### config.mk
export PLATFORM = sky130hd
export DESIGN_NAME = wash_program_sequencer_flat
export DESIGN_NICKNAME = d
export VERILOG_FILES = /design/src/rtl/wash_pkg.sv /design/src/rtl/wash_program_sequencer_if.sv /design/src/rtl/wash_phase_timer.sv /design/src/rtl/wash_program_sequencer.sv /design/src/flat_wrapper.sv
export SDC_FILE = /design/constraint.sdc
export NUM_CORES = 1
export LEC_CHECK = 0
export ABC_AREA = 0
export CAP_MARGIN = 5
export CORE_ASPECT_RATIO = 0.7
export CORE_UTILIZATION = 25
export CTS_CLUSTER_SIZE = 40
export DETAILED_ROUTE_END_ITERATION = 8
export GPL_ROUTABILITY_DRIVEN = 0
export GPL_TIMING_DRIVEN = 0
export PLACE_DENSITY_LB_ADDON = 0.1
export SLEW_MARGIN = 15
export SYNTH_ARGS = -nofsm -noshare
export SYNTH_HDL_FRONTEND = slang
export SYNTH_HIERARCHICAL = 1
export SYNTH_SLANG_ARGS = --single-unit
### constraint.sdc
create_clock -name clk -period 7.27 [get_ports clk]
set_clock_uncertainty 0.1 [all_clocks]
set_input_delay 1.0905 -clock clk [delete_from_list [all_inputs] [get_ports clk]]
set_output_delay 1.0905 -clock clk [all_outputs]
set_load 0.005 [all_outputs]
### src/rtl/wash_pkg.sv
// Shared types for the wash program sequencer: state encoding and the
// per-state output decode used by the sequencer's registered outputs.
package wash_pkg;

    localparam int STATE_W = 4;

    typedef enum logic [STATE_W-1:0] {
        IDLE  = 4'd0,
        LOCK  = 4'd1,
        FILL  = 4'd2,
        DET   = 4'd3,
        WASH  = 4'd4,
        RINSE = 4'd5,
        DRAIN = 4'd6,
        SPIN  = 4'd7,
        DONE  = 4'd8,
        FAULT = 4'd9
    } state_t;

    typedef struct packed {
        logic door_lock;
        logic fill_valve_on;
        logic motor_on;
        logic spin_on;
        logic drain_valve_on;
        logic done;
        logic fault;
    } outs_t;

    // Motor and spin are decoded as "on" here; pause gating happens at the port.
    function automatic outs_t decode_state(input state_t s);
        outs_t o;
        o = '0;
        case (s)
            LOCK:  o.door_lock = 1'b1;
            FILL:  begin o.door_lock = 1'b1; o.fill_valve_on = 1'b1; end
            DET:   o.door_lock = 1'b1;
            WASH:  begin o.door_lock = 1'b1; o.motor_on = 1'b1; end
            RINSE: begin o.door_lock = 1'b1; o.motor_on = 1'b1; end
            DRAIN: begin o.door_lock = 1'b1; o.drain_valve_on = 1'b1; end
            SPIN:  begin o.door_lock = 1'b1; o.drain_valve_on = 1'b1; o.spin_on = 1'b1; end
            DONE:  o.done = 1'b1;
            FAULT: begin o.door_lock = 1'b1; o.drain_valve_on = 1'b1; o.fault = 1'b1; end
            default: o = '0;
        endcase
        return o;
    endfunction

endpackage

### src/rtl/wash_program_sequencer_if.sv
// Front-panel/sensor inputs and valve/motor outputs of the wash sequencer.
interface wash_program_sequencer_if;
    import wash_pkg::*;

    logic               start;
    logic               door_close;
    logic               water_filled;
    logic               drained;
    logic               detergent_added;
    logic [1:0]         rinses;
    logic               pause;
    logic               clear_fault;
    logic               door_lock;
    logic               fill_valve_on;
    logic               motor_on;
    logic               spin_on;
    logic               drain_valve_on;
    logic               done;
    logic               fault;
    logic [STATE_W-1:0] state_o;

    modport master (
        output start, door_close, water_filled, drained, detergent_added,
               rinses, pause, clear_fault,
        input  door_lock, fill_valve_on, motor_on, spin_on, drain_valve_on,
               done, fault, state_o
    );

    modport slave (
        input  start, door_close, water_filled, drained, detergent_added,
               rinses, pause, clear_fault,
        output door_lock, fill_valve_on, motor_on, spin_on, drain_valve_on,
               done, fault, state_o
    );
endinterface

### src/rtl/wash_phase_timer.sv
// Saturating phase timer: cleared on state entry, frozen while hold is high.
module wash_phase_timer #(
    parameter int CNT_W = 16
) (
    input  logic             clk,
    input  logic             rst_n,
    input  logic             clr,
    input  logic             hold,
    output logic [CNT_W-1:0] count
);

    logic [CNT_W-1:0] r_count;

    always_ff @(posedge clk or negedge rst_n) begin
        if (!rst_n) begin
            r_count <= '0;
        end else if (clr) begin
            r_count <= '0;
        end else if (!hold && (r_count != {CNT_W{1'b1}})) begin
            r_count <= r_count + 1'b1;
        end
    end

    assign count = r_count;

endmodule

### src/rtl/wash_program_sequencer.sv
// Washing machine program sequencer: lock, fill, detergent, wash, drain,
// N rinse cycles, spin, done; watchdogs fill/drain and faults on door open.
module wash_program_sequencer
    import wash_pkg::*;
#(
    parameter int CNT_W       = 16,
    parameter int WASH_TICKS  = 100,
    parameter int RINSE_TICKS = 60,
    parameter int SPIN_TICKS  = 80,
    parameter int FILL_LIMIT  = 200,
    parameter int DRAIN_LIMIT = 200
) (
    input  logic                      clk,
    input  logic                      rst_n,
    wash_program_sequencer_if.slave   bus
);

    localparam logic [CNT_W-1:0] L_WASH_END  = CNT_W'(WASH_TICKS - 1);
    localparam logic [CNT_W-1:0] L_RINSE_END = CNT_W'(RINSE_TICKS - 1);
    localparam logic [CNT_W-1:0] L_SPIN_END  = CNT_W'(SPIN_TICKS - 1);
    localparam logic [CNT_W-1:0] L_FILL_END  = CNT_W'(FILL_LIMIT - 1);
    localparam logic [CNT_W-1:0] L_DRAIN_END = CNT_W'(DRAIN_LIMIT - 1);

    state_t           r_state;
    state_t           w_state_next;
    logic [1:0]       r_rinse_cnt;
    logic [1:0]       r_rinse_tgt;
    outs_t            r_outs;
    logic [CNT_W-1:0] w_count;
    logic             w_agitating;
    logic             w_hold;
    logic             w_clr;
    logic             w_door_guarded;

    assign w_agitating    = (r_state == WASH) || (r_state == RINSE) || (r_state == SPIN);
    assign w_hold         = w_agitating && bus.pause;
    assign w_clr          = (w_state_next != r_state);
    assign w_door_guarded = (r_state == LOCK) || (r_state == FILL) || (r_state == DET) ||
                            (r_state == WASH) || (r_state == RINSE) || (r_state == DRAIN) ||
                            (r_state == SPIN);

    wash_phase_timer #(
        .CNT_W (CNT_W)
    ) u_timer (
        .clk   (clk),
        .rst_n (rst_n),
        .clr   (w_clr),
        .hold  (w_hold),
        .count (w_count)
    );

    // An open door outranks every other transition while the drum may hold water.
    always_comb begin
        w_state_next = r_state;
        if (w_door_guarded && !bus.door_close) begin
            w_state_next = FAULT;
        end else begin
            case (r_state)
                IDLE:  if (bus.start && bus.door_close) w_state_next = LOCK;
                LOCK:  w_state_next = FILL;
                FILL: begin
                    if (bus.water_filled)
                        w_state_next = (r_rinse_cnt == 2'd0) ? DET : RINSE;
                    else if (w_count == L_FILL_END)
                        w_state_next = FAULT;
                end
                DET:   if (bus.detergent_added) w_state_next = WASH;
                WASH:  if (w_count == L_WASH_END && !bus.pause) w_state_next = DRAIN;
                RINSE: if (w_count == L_RINSE_END && !bus.pause) w_state_next = DRAIN;
                DRAIN: begin
                    if (bus.drained)
                        w_state_next = (r_rinse_cnt < r_rinse_tgt) ? FILL : SPIN;
                    else if (w_count == L_DRAIN_END)
                        w_state_next = FAULT;
                end
                SPIN:  if (w_count == L_SPIN_END && !bus.pause) w_state_next = DONE;
                DONE:  w_state_next = IDLE;
                FAULT: if (bus.clear_fault && bus.drained) w_state_next = IDLE;
                default: w_state_next = IDLE;
            endcase
        end
    end

    always_ff @(posedge clk or negedge rst_n) begin
        if (!rst_n) begin
            r_state     <= IDLE;
            r_rinse_cnt <= 2'd0;
            r_rinse_tgt <= 2'd0;
            r_outs      <= '0;
        end else begin
            r_state <= w_state_next;
            r_outs  <= decode_state(w_state_next);
            if (r_state == IDLE && w_state_next == LOCK) begin
                r_rinse_tgt <= bus.rinses;
                r_rinse_cnt <= 2'd0;
            end else if (r_state == DRAIN && w_state_next == FILL) begin
                r_rinse_cnt <= r_rinse_cnt + 2'd1;
            end
        end
    end

    assign bus.door_lock      = r_outs.door_lock;
    assign bus.fill_valve_on  = r_outs.fill_valve_on;
    assign bus.motor_on       = r_outs.motor_on && !bus.pause;
    assign bus.spin_on        = r_outs.spin_on && !bus.pause;
    assign bus.drain_valve_on = r_outs.drain_valve_on;
    assign bus.done           = r_outs.done;
    assign bus.fault          = r_outs.fault;
    assign bus.state_o        = r_state;

endmodule

### src/flat_wrapper.sv
// flat-port wrapper written by rule: the top's interface ports become plain ports
module wash_program_sequencer_flat import wash_pkg::*;
#(
    parameter int CNT_W       = 16,
    parameter int WASH_TICKS  = 100,
    parameter int RINSE_TICKS = 60,
    parameter int SPIN_TICKS  = 80,
    parameter int FILL_LIMIT  = 200,
    parameter int DRAIN_LIMIT = 200
)
  (clk, rst_n, bus_start, bus_door_close, bus_water_filled, bus_drained, bus_detergent_added, bus_rinses, bus_pause, bus_clear_fault, bus_door_lock, bus_fill_valve_on, bus_motor_on, bus_spin_on, bus_drain_valve_on, bus_done, bus_fault, bus_state_o);
  wash_program_sequencer_if bus_i ();
  input  logic clk;
  input  logic rst_n;
  input wire logic [$bits(bus_i.start)-1:0] bus_start;
  input wire logic [$bits(bus_i.door_close)-1:0] bus_door_close;
  input wire logic [$bits(bus_i.water_filled)-1:0] bus_water_filled;
  input wire logic [$bits(bus_i.drained)-1:0] bus_drained;
  input wire logic [$bits(bus_i.detergent_added)-1:0] bus_detergent_added;
  input wire logic [$bits(bus_i.rinses)-1:0] bus_rinses;
  input wire logic [$bits(bus_i.pause)-1:0] bus_pause;
  input wire logic [$bits(bus_i.clear_fault)-1:0] bus_clear_fault;
  output wire logic [$bits(bus_i.door_lock)-1:0] bus_door_lock;
  output wire logic [$bits(bus_i.fill_valve_on)-1:0] bus_fill_valve_on;
  output wire logic [$bits(bus_i.motor_on)-1:0] bus_motor_on;
  output wire logic [$bits(bus_i.spin_on)-1:0] bus_spin_on;
  output wire logic [$bits(bus_i.drain_valve_on)-1:0] bus_drain_valve_on;
  output wire logic [$bits(bus_i.done)-1:0] bus_done;
  output wire logic [$bits(bus_i.fault)-1:0] bus_fault;
  output wire logic [$bits(bus_i.state_o)-1:0] bus_state_o;
  assign bus_i.start = bus_start;
  assign bus_i.door_close = bus_door_close;
  assign bus_i.water_filled = bus_water_filled;
  assign bus_i.drained = bus_drained;
  assign bus_i.detergent_added = bus_detergent_added;
  assign bus_i.rinses = bus_rinses;
  assign bus_i.pause = bus_pause;
  assign bus_i.clear_fault = bus_clear_fault;
  assign bus_door_lock = bus_i.door_lock;
  assign bus_fill_valve_on = bus_i.fill_valve_on;
  assign bus_motor_on = bus_i.motor_on;
  assign bus_spin_on = bus_i.spin_on;
  assign bus_drain_valve_on = bus_i.drain_valve_on;
  assign bus_done = bus_i.done;
  assign bus_fault = bus_i.fault;
  assign bus_state_o = bus_i.state_o;
  wash_program_sequencer #(.CNT_W(CNT_W), .WASH_TICKS(WASH_TICKS), .RINSE_TICKS(RINSE_TICKS), .SPIN_TICKS(SPIN_TICKS), .FILL_LIMIT(FILL_LIMIT), .DRAIN_LIMIT(DRAIN_LIMIT)) u_core (.clk(clk), .rst_n(rst_n), .bus(bus_i));
endmodule
==> summary.md <==
| Metric | Value |
|---|---|
| Status | `finished, final reports clean` |
| Residual DRC | `0` |
| Count of final hold-check violations | `0` |
| Critical setup path kind | `in -> reg` |
| Crit path capture type | `register` |
| Die width | `111 um` |
| Required time of the critical path | `7310 ps` |
| Sequence of cells on the critical path | `clkdlybuf4s50_1 > nor2_1 > and4_4 > a31oi_4 > nor3_2 > nand4_2 > xnor2_1 > nand4_1 > clkbuf_1 > buf_1 > inv_1 > o311ai_0 > o41ai_1` |
| Sequential share of power | `26.9%` |
| Data arrival time at the worst-slack endpoint | `4250 ps` |
| Final layout net count | `approximately 260` |
| Antenna cell count | `0` |
| Via count of the first global-routing pass | `1,718` |
| Critical path's slowest cell | `sky130_fd_sc_hd__clkdlybuf4s50_1` |
| Count of instances resized after the clock tree is built | `0` |
| Class of the tightest hold or removal check | `reg -> reg` |
| Number of standard-cell rows in the floorplan | `27` |
| Share of synthesized flip-flops with an asynchronous set or reset | `100%` |
| DR pass1 iterations | `4` |
| Max-slew headroom at the worst pin | `67.8%` |
| Fraction of layout cells with a size suffix above 1 | `15.2%` |
| Routed wire length | `5530 um` |
| Max-cap violation count | `0` |
| Max Fclk | `around 240 MHz` |
| Post-CTS setup buffers | `0` |
| Vert. Die Dim | `78.1 um` |
| Via count | `1,756` |
| Hold-fix buffers at CTS | `0` |
| Post-route antenna net violation count | `0` |
| Mapped Area | `just over 2000 um2` |
| Synth-to-layout area growth | `25.8%` |
| # port buffers | `21` |
| Setup repair after global routing missed its margin | `false` |
| Initial Utilization | `26.1%` |
| Critical Path Fanout Max | `10` |
| Mean instance size in the synthesized netlist | `9.41 um2` |
| Wire length of the first global-routing pass | `~9000 um` |
| Leakage | `1.05 nW` |
| Post-synthesis cell type count | `56` |
| Seq/Total Area, Yosys | `37.5%` |
| I/O pin total | `22` |
| CTS H-Tree Depth | `2` |
| Most common library cell in the layout ignoring fill and taps | `sky130_fd_sc_hd__dfrtp_1` |
| Estimated wirelength of the detail-placed design | `4060 um` |
| NetSw | `0.325 mW` |
| Combinational share of power | `44.6%` |
| Minimum clock period | `4220 ps` |
| Most used cells in the layout excluding fill and tap cells | `31 x sky130_fd_sc_hd__dfrtp_1, 20 x sky130_fd_sc_hd__clkdlybuf4s50_1, 17 x sky130_fd_sc_hd__nor2_1, 15 x sky130_fd_sc_hd__nand2_1` |
| Post-synthesis net count | `234` |
| Main area contributors after synthesis | `sky130_fd_sc_hd__dfrtp_1 37%, sky130_fd_sc_hd__nor2b_1 4.2%, sky130_fd_sc_hd__mux2_2 3.8%` |
| Total gr overflow | `0` |
| Share of the clock period used by the worst path | `58.0%` |
| PwrDens | `333 nW/um2` |
| Worst Hold Margin | `413 ps` |
| Share of Yosys cell area claimed by the top area cell type | `37.5%` |
| Final sum of negative setup slack | `0 ps` |
| Largest incremental delay on the critical path | `470 ps` |
| Maximum vdd drop | `0.000109 V` |
| Clock latency at the later pin of the worst-skew pair | `280 ps` |
| Clock network fraction of total power | `approximately 28%` |
| Cell Int Power | `around 0.54 mW` |
| Setup Viol. Count Final | `0` |
| Fraction of power spent switching nets | `between 30 and 40%` |
| Post-detailed-route wirelength per cell | `15.7 um` |
| Core footprint | `7940 um2` |
| Clock Pin Slew Worst Setup and Hold Paths | `60 ps` |
| Startpoint types | `input pin` |
| Tightest Pin Transition | `479 ps` |
| Cell at the root of the clock tree | `sky130_fd_sc_hd__clkbuf_16` |
| Dominant synthesized flop cell | `sky130_fd_sc_hd__dfrtp_1` |
| DRC marker count from the first detailed-route iteration | `90` |
| Synthesized netlist cell count | `between 200 and 250` |
| Count of pins over their slew limit | `0` |
| Number of CTS-inserted buffers | `5` |
| Initial antenna violation count | `0` |
| Longest Clk Path Bufs | `2` |
| Number of synthesized register bits | `31` |
| Total global-route track usage | `13.6%` |
| Maximum number of pins on one net before global-route repair | `21` |
| Yosys synthesis warning count | `6` |
| Clock sinks | `31` |
| CTS tree | `yes` |
| Mean number of vias per cell | `roughly 5` |
| Number of enable flip-flop cells after synthesis | `0` |
| Area enclosed by the die boundary | `8650 um2` |
| Post-synthesis cell type with the largest combined area | `sky130_fd_sc_hd__dfrtp_1` |
[layer usage]
metal	vias to the layer above	wire length [um]	global-route usage [%]
li1	882	-	-
met1	848	3200	21.8
met2	24	2110	17.7
met3	2	183	3.24
met4	0	29	2.80
met5	-	0	0
[cells in the mapped netlist (2+ instances only)]
cell and count:
sky130_fd_sc_hd__nor3_1 4, sky130_fd_sc_hd__and3b_1 2, sky130_fd_sc_hd__mux2_2 7, sky130_fd_sc_hd__nand2_1 15, sky130_fd_sc_hd__and4b_1 2, sky130_fd_sc_hd__or4_1 3
sky130_fd_sc_hd__nand4_1 5, sky130_fd_sc_hd__a21oi_1 14, sky130_fd_sc_hd__nor4_4 3, sky130_fd_sc_hd__or3_1 3, sky130_fd_sc_hd__and4_4 2, sky130_fd_sc_hd__buf_2 4
sky130_fd_sc_hd__and3_1 5, sky130_fd_sc_hd__nor2b_1 14, sky130_fd_sc_hd__nand2b_1 5, sky130_fd_sc_hd__o311ai_0 2, sky130_fd_sc_hd__a31oi_1 2, sky130_fd_sc_hd__inv_1 8
sky130_fd_sc_hd__nand3_1 8, sky130_fd_sc_hd__a311o_1 2, sky130_fd_sc_hd__and4_1 4, sky130_fd_sc_hd__nor2_1 17, sky130_fd_sc_hd__o21ai_0 7, sky130_fd_sc_hd__ha_1 3
sky130_fd_sc_hd__o41ai_1 2, sky130_fd_sc_hd__o31ai_1 4, sky130_fd_sc_hd__a21o_1 3, sky130_fd_sc_hd__mux2i_1 3, sky130_fd_sc_hd__nand3b_1 4, sky130_fd_sc_hd__dfrtp_1 31
sky130_fd_sc_hd__clkbuf_1 3, sky130_fd_sc_hd__nand4_2 2, sky130_fd_sc_hd__nor4bb_1 3, sky130_fd_sc_hd__a21oi_2 2
[sequential cells by signal (all words and copies together), names as in the netlist]
name and cells:
u_core/bus.state_o 4, u_core/bus.door_lock 1, u_core/bus.fault 1, u_core/bus.drain_valve_on 1, u_core/r_rinse_tgt 2, u_core/bus.fill_valve_on 1, u_core/r_rinse_cnt 2, u_core/bus.done 1
u_core/u_timer/count 16, u_core/r_outs 2
[cells by family after synthesis]
group / Yosys count / synth area share [%]
flip-flops: 31 / 37.5
XOR/XNOR: 1 / 0.423
buffers and inverters: 19 / 4.23
AND/OR/NAND/NOR: 109 / 34.3
AO/OA/AOI/OAI: 47 / 16.4
multiplexers: 10 / 5.26
adder cells (fa/ha/maj): 3 / 1.81
[power by group through the flow]
stage / sequential, mW / combinational (mW) / clock, mW
after global placement: 0.237 / 0.391 / 0
after global routing: 0.238 / 0.431 / 0.266
after CTS: 0.233 / 0.390 / 0.257
final: 0.233 / 0.386 / 0.247
after floorplan: 0.232 / 0.257 / 0
after detailed placement: 0.235 / 0.387 / 0
[worst paths after layout]
kind / startpoint / end / slack (ps) / cells after the start
min in group asynchronous: rst_n / u_core/u_timer/count[14] / 640 / 1
setup reg to reg: u_core/u_timer/count[9] / u_core/u_timer/count[12] / 3610 / 12
setup / recovery: bus_pause / u_core/u_timer/count[12] / 3050 / 13
max in group asynchronous: rst_n / u_core/bus.state_o[2] / 6000 / 2
hold / removal: u_core/r_rinse_tgt[0] / u_core/r_rinse_tgt[0] / 410 / 1
hold reg to reg: u_core/r_rinse_tgt[0] / u_core/r_rinse_tgt[0] / 410 / 1
[area by class of cell]
type / count / area, um2
buffer: 10 / 53.8
inverter: 9 / 33.8
clock buffer: 6 / 139
sequential: 31 / 776
timing repair buffer: 22 / 233
clock inverter: 2 / 35.0
multi-input combinational: 170 / 1210
tap: 101 / 126
fill: 824 / 5340
[per-stage QoR]
stage / area [um2] / power, mW / instances / utilization (%) / worst slack, ps
floorplan: 2070 / 0.488 / 220 / - / 3920
global placement: 2410 / 0.628 / 342 / 30.3 / 2660
detailed placement: 2430 / 0.622 / 343 / 30.6 / 2730
CTS: 2600 / 0.880 / 351 / 32.8 / 3020
global route: 2600 / 0.935 / 351 / 32.8 / 2690
finish: 2600 / 0.867 / 351 / 32.8 / 3050
[critical path, delay by kind of cell]
kind                   cells  cell delay, ps
AO/OA/AOI/OAI              3             400
XOR/XNOR                   1             190
buffers and inverters      4            1490
AND/OR/NAND/NOR            5            1070
(Power assumes the default switching activity.)
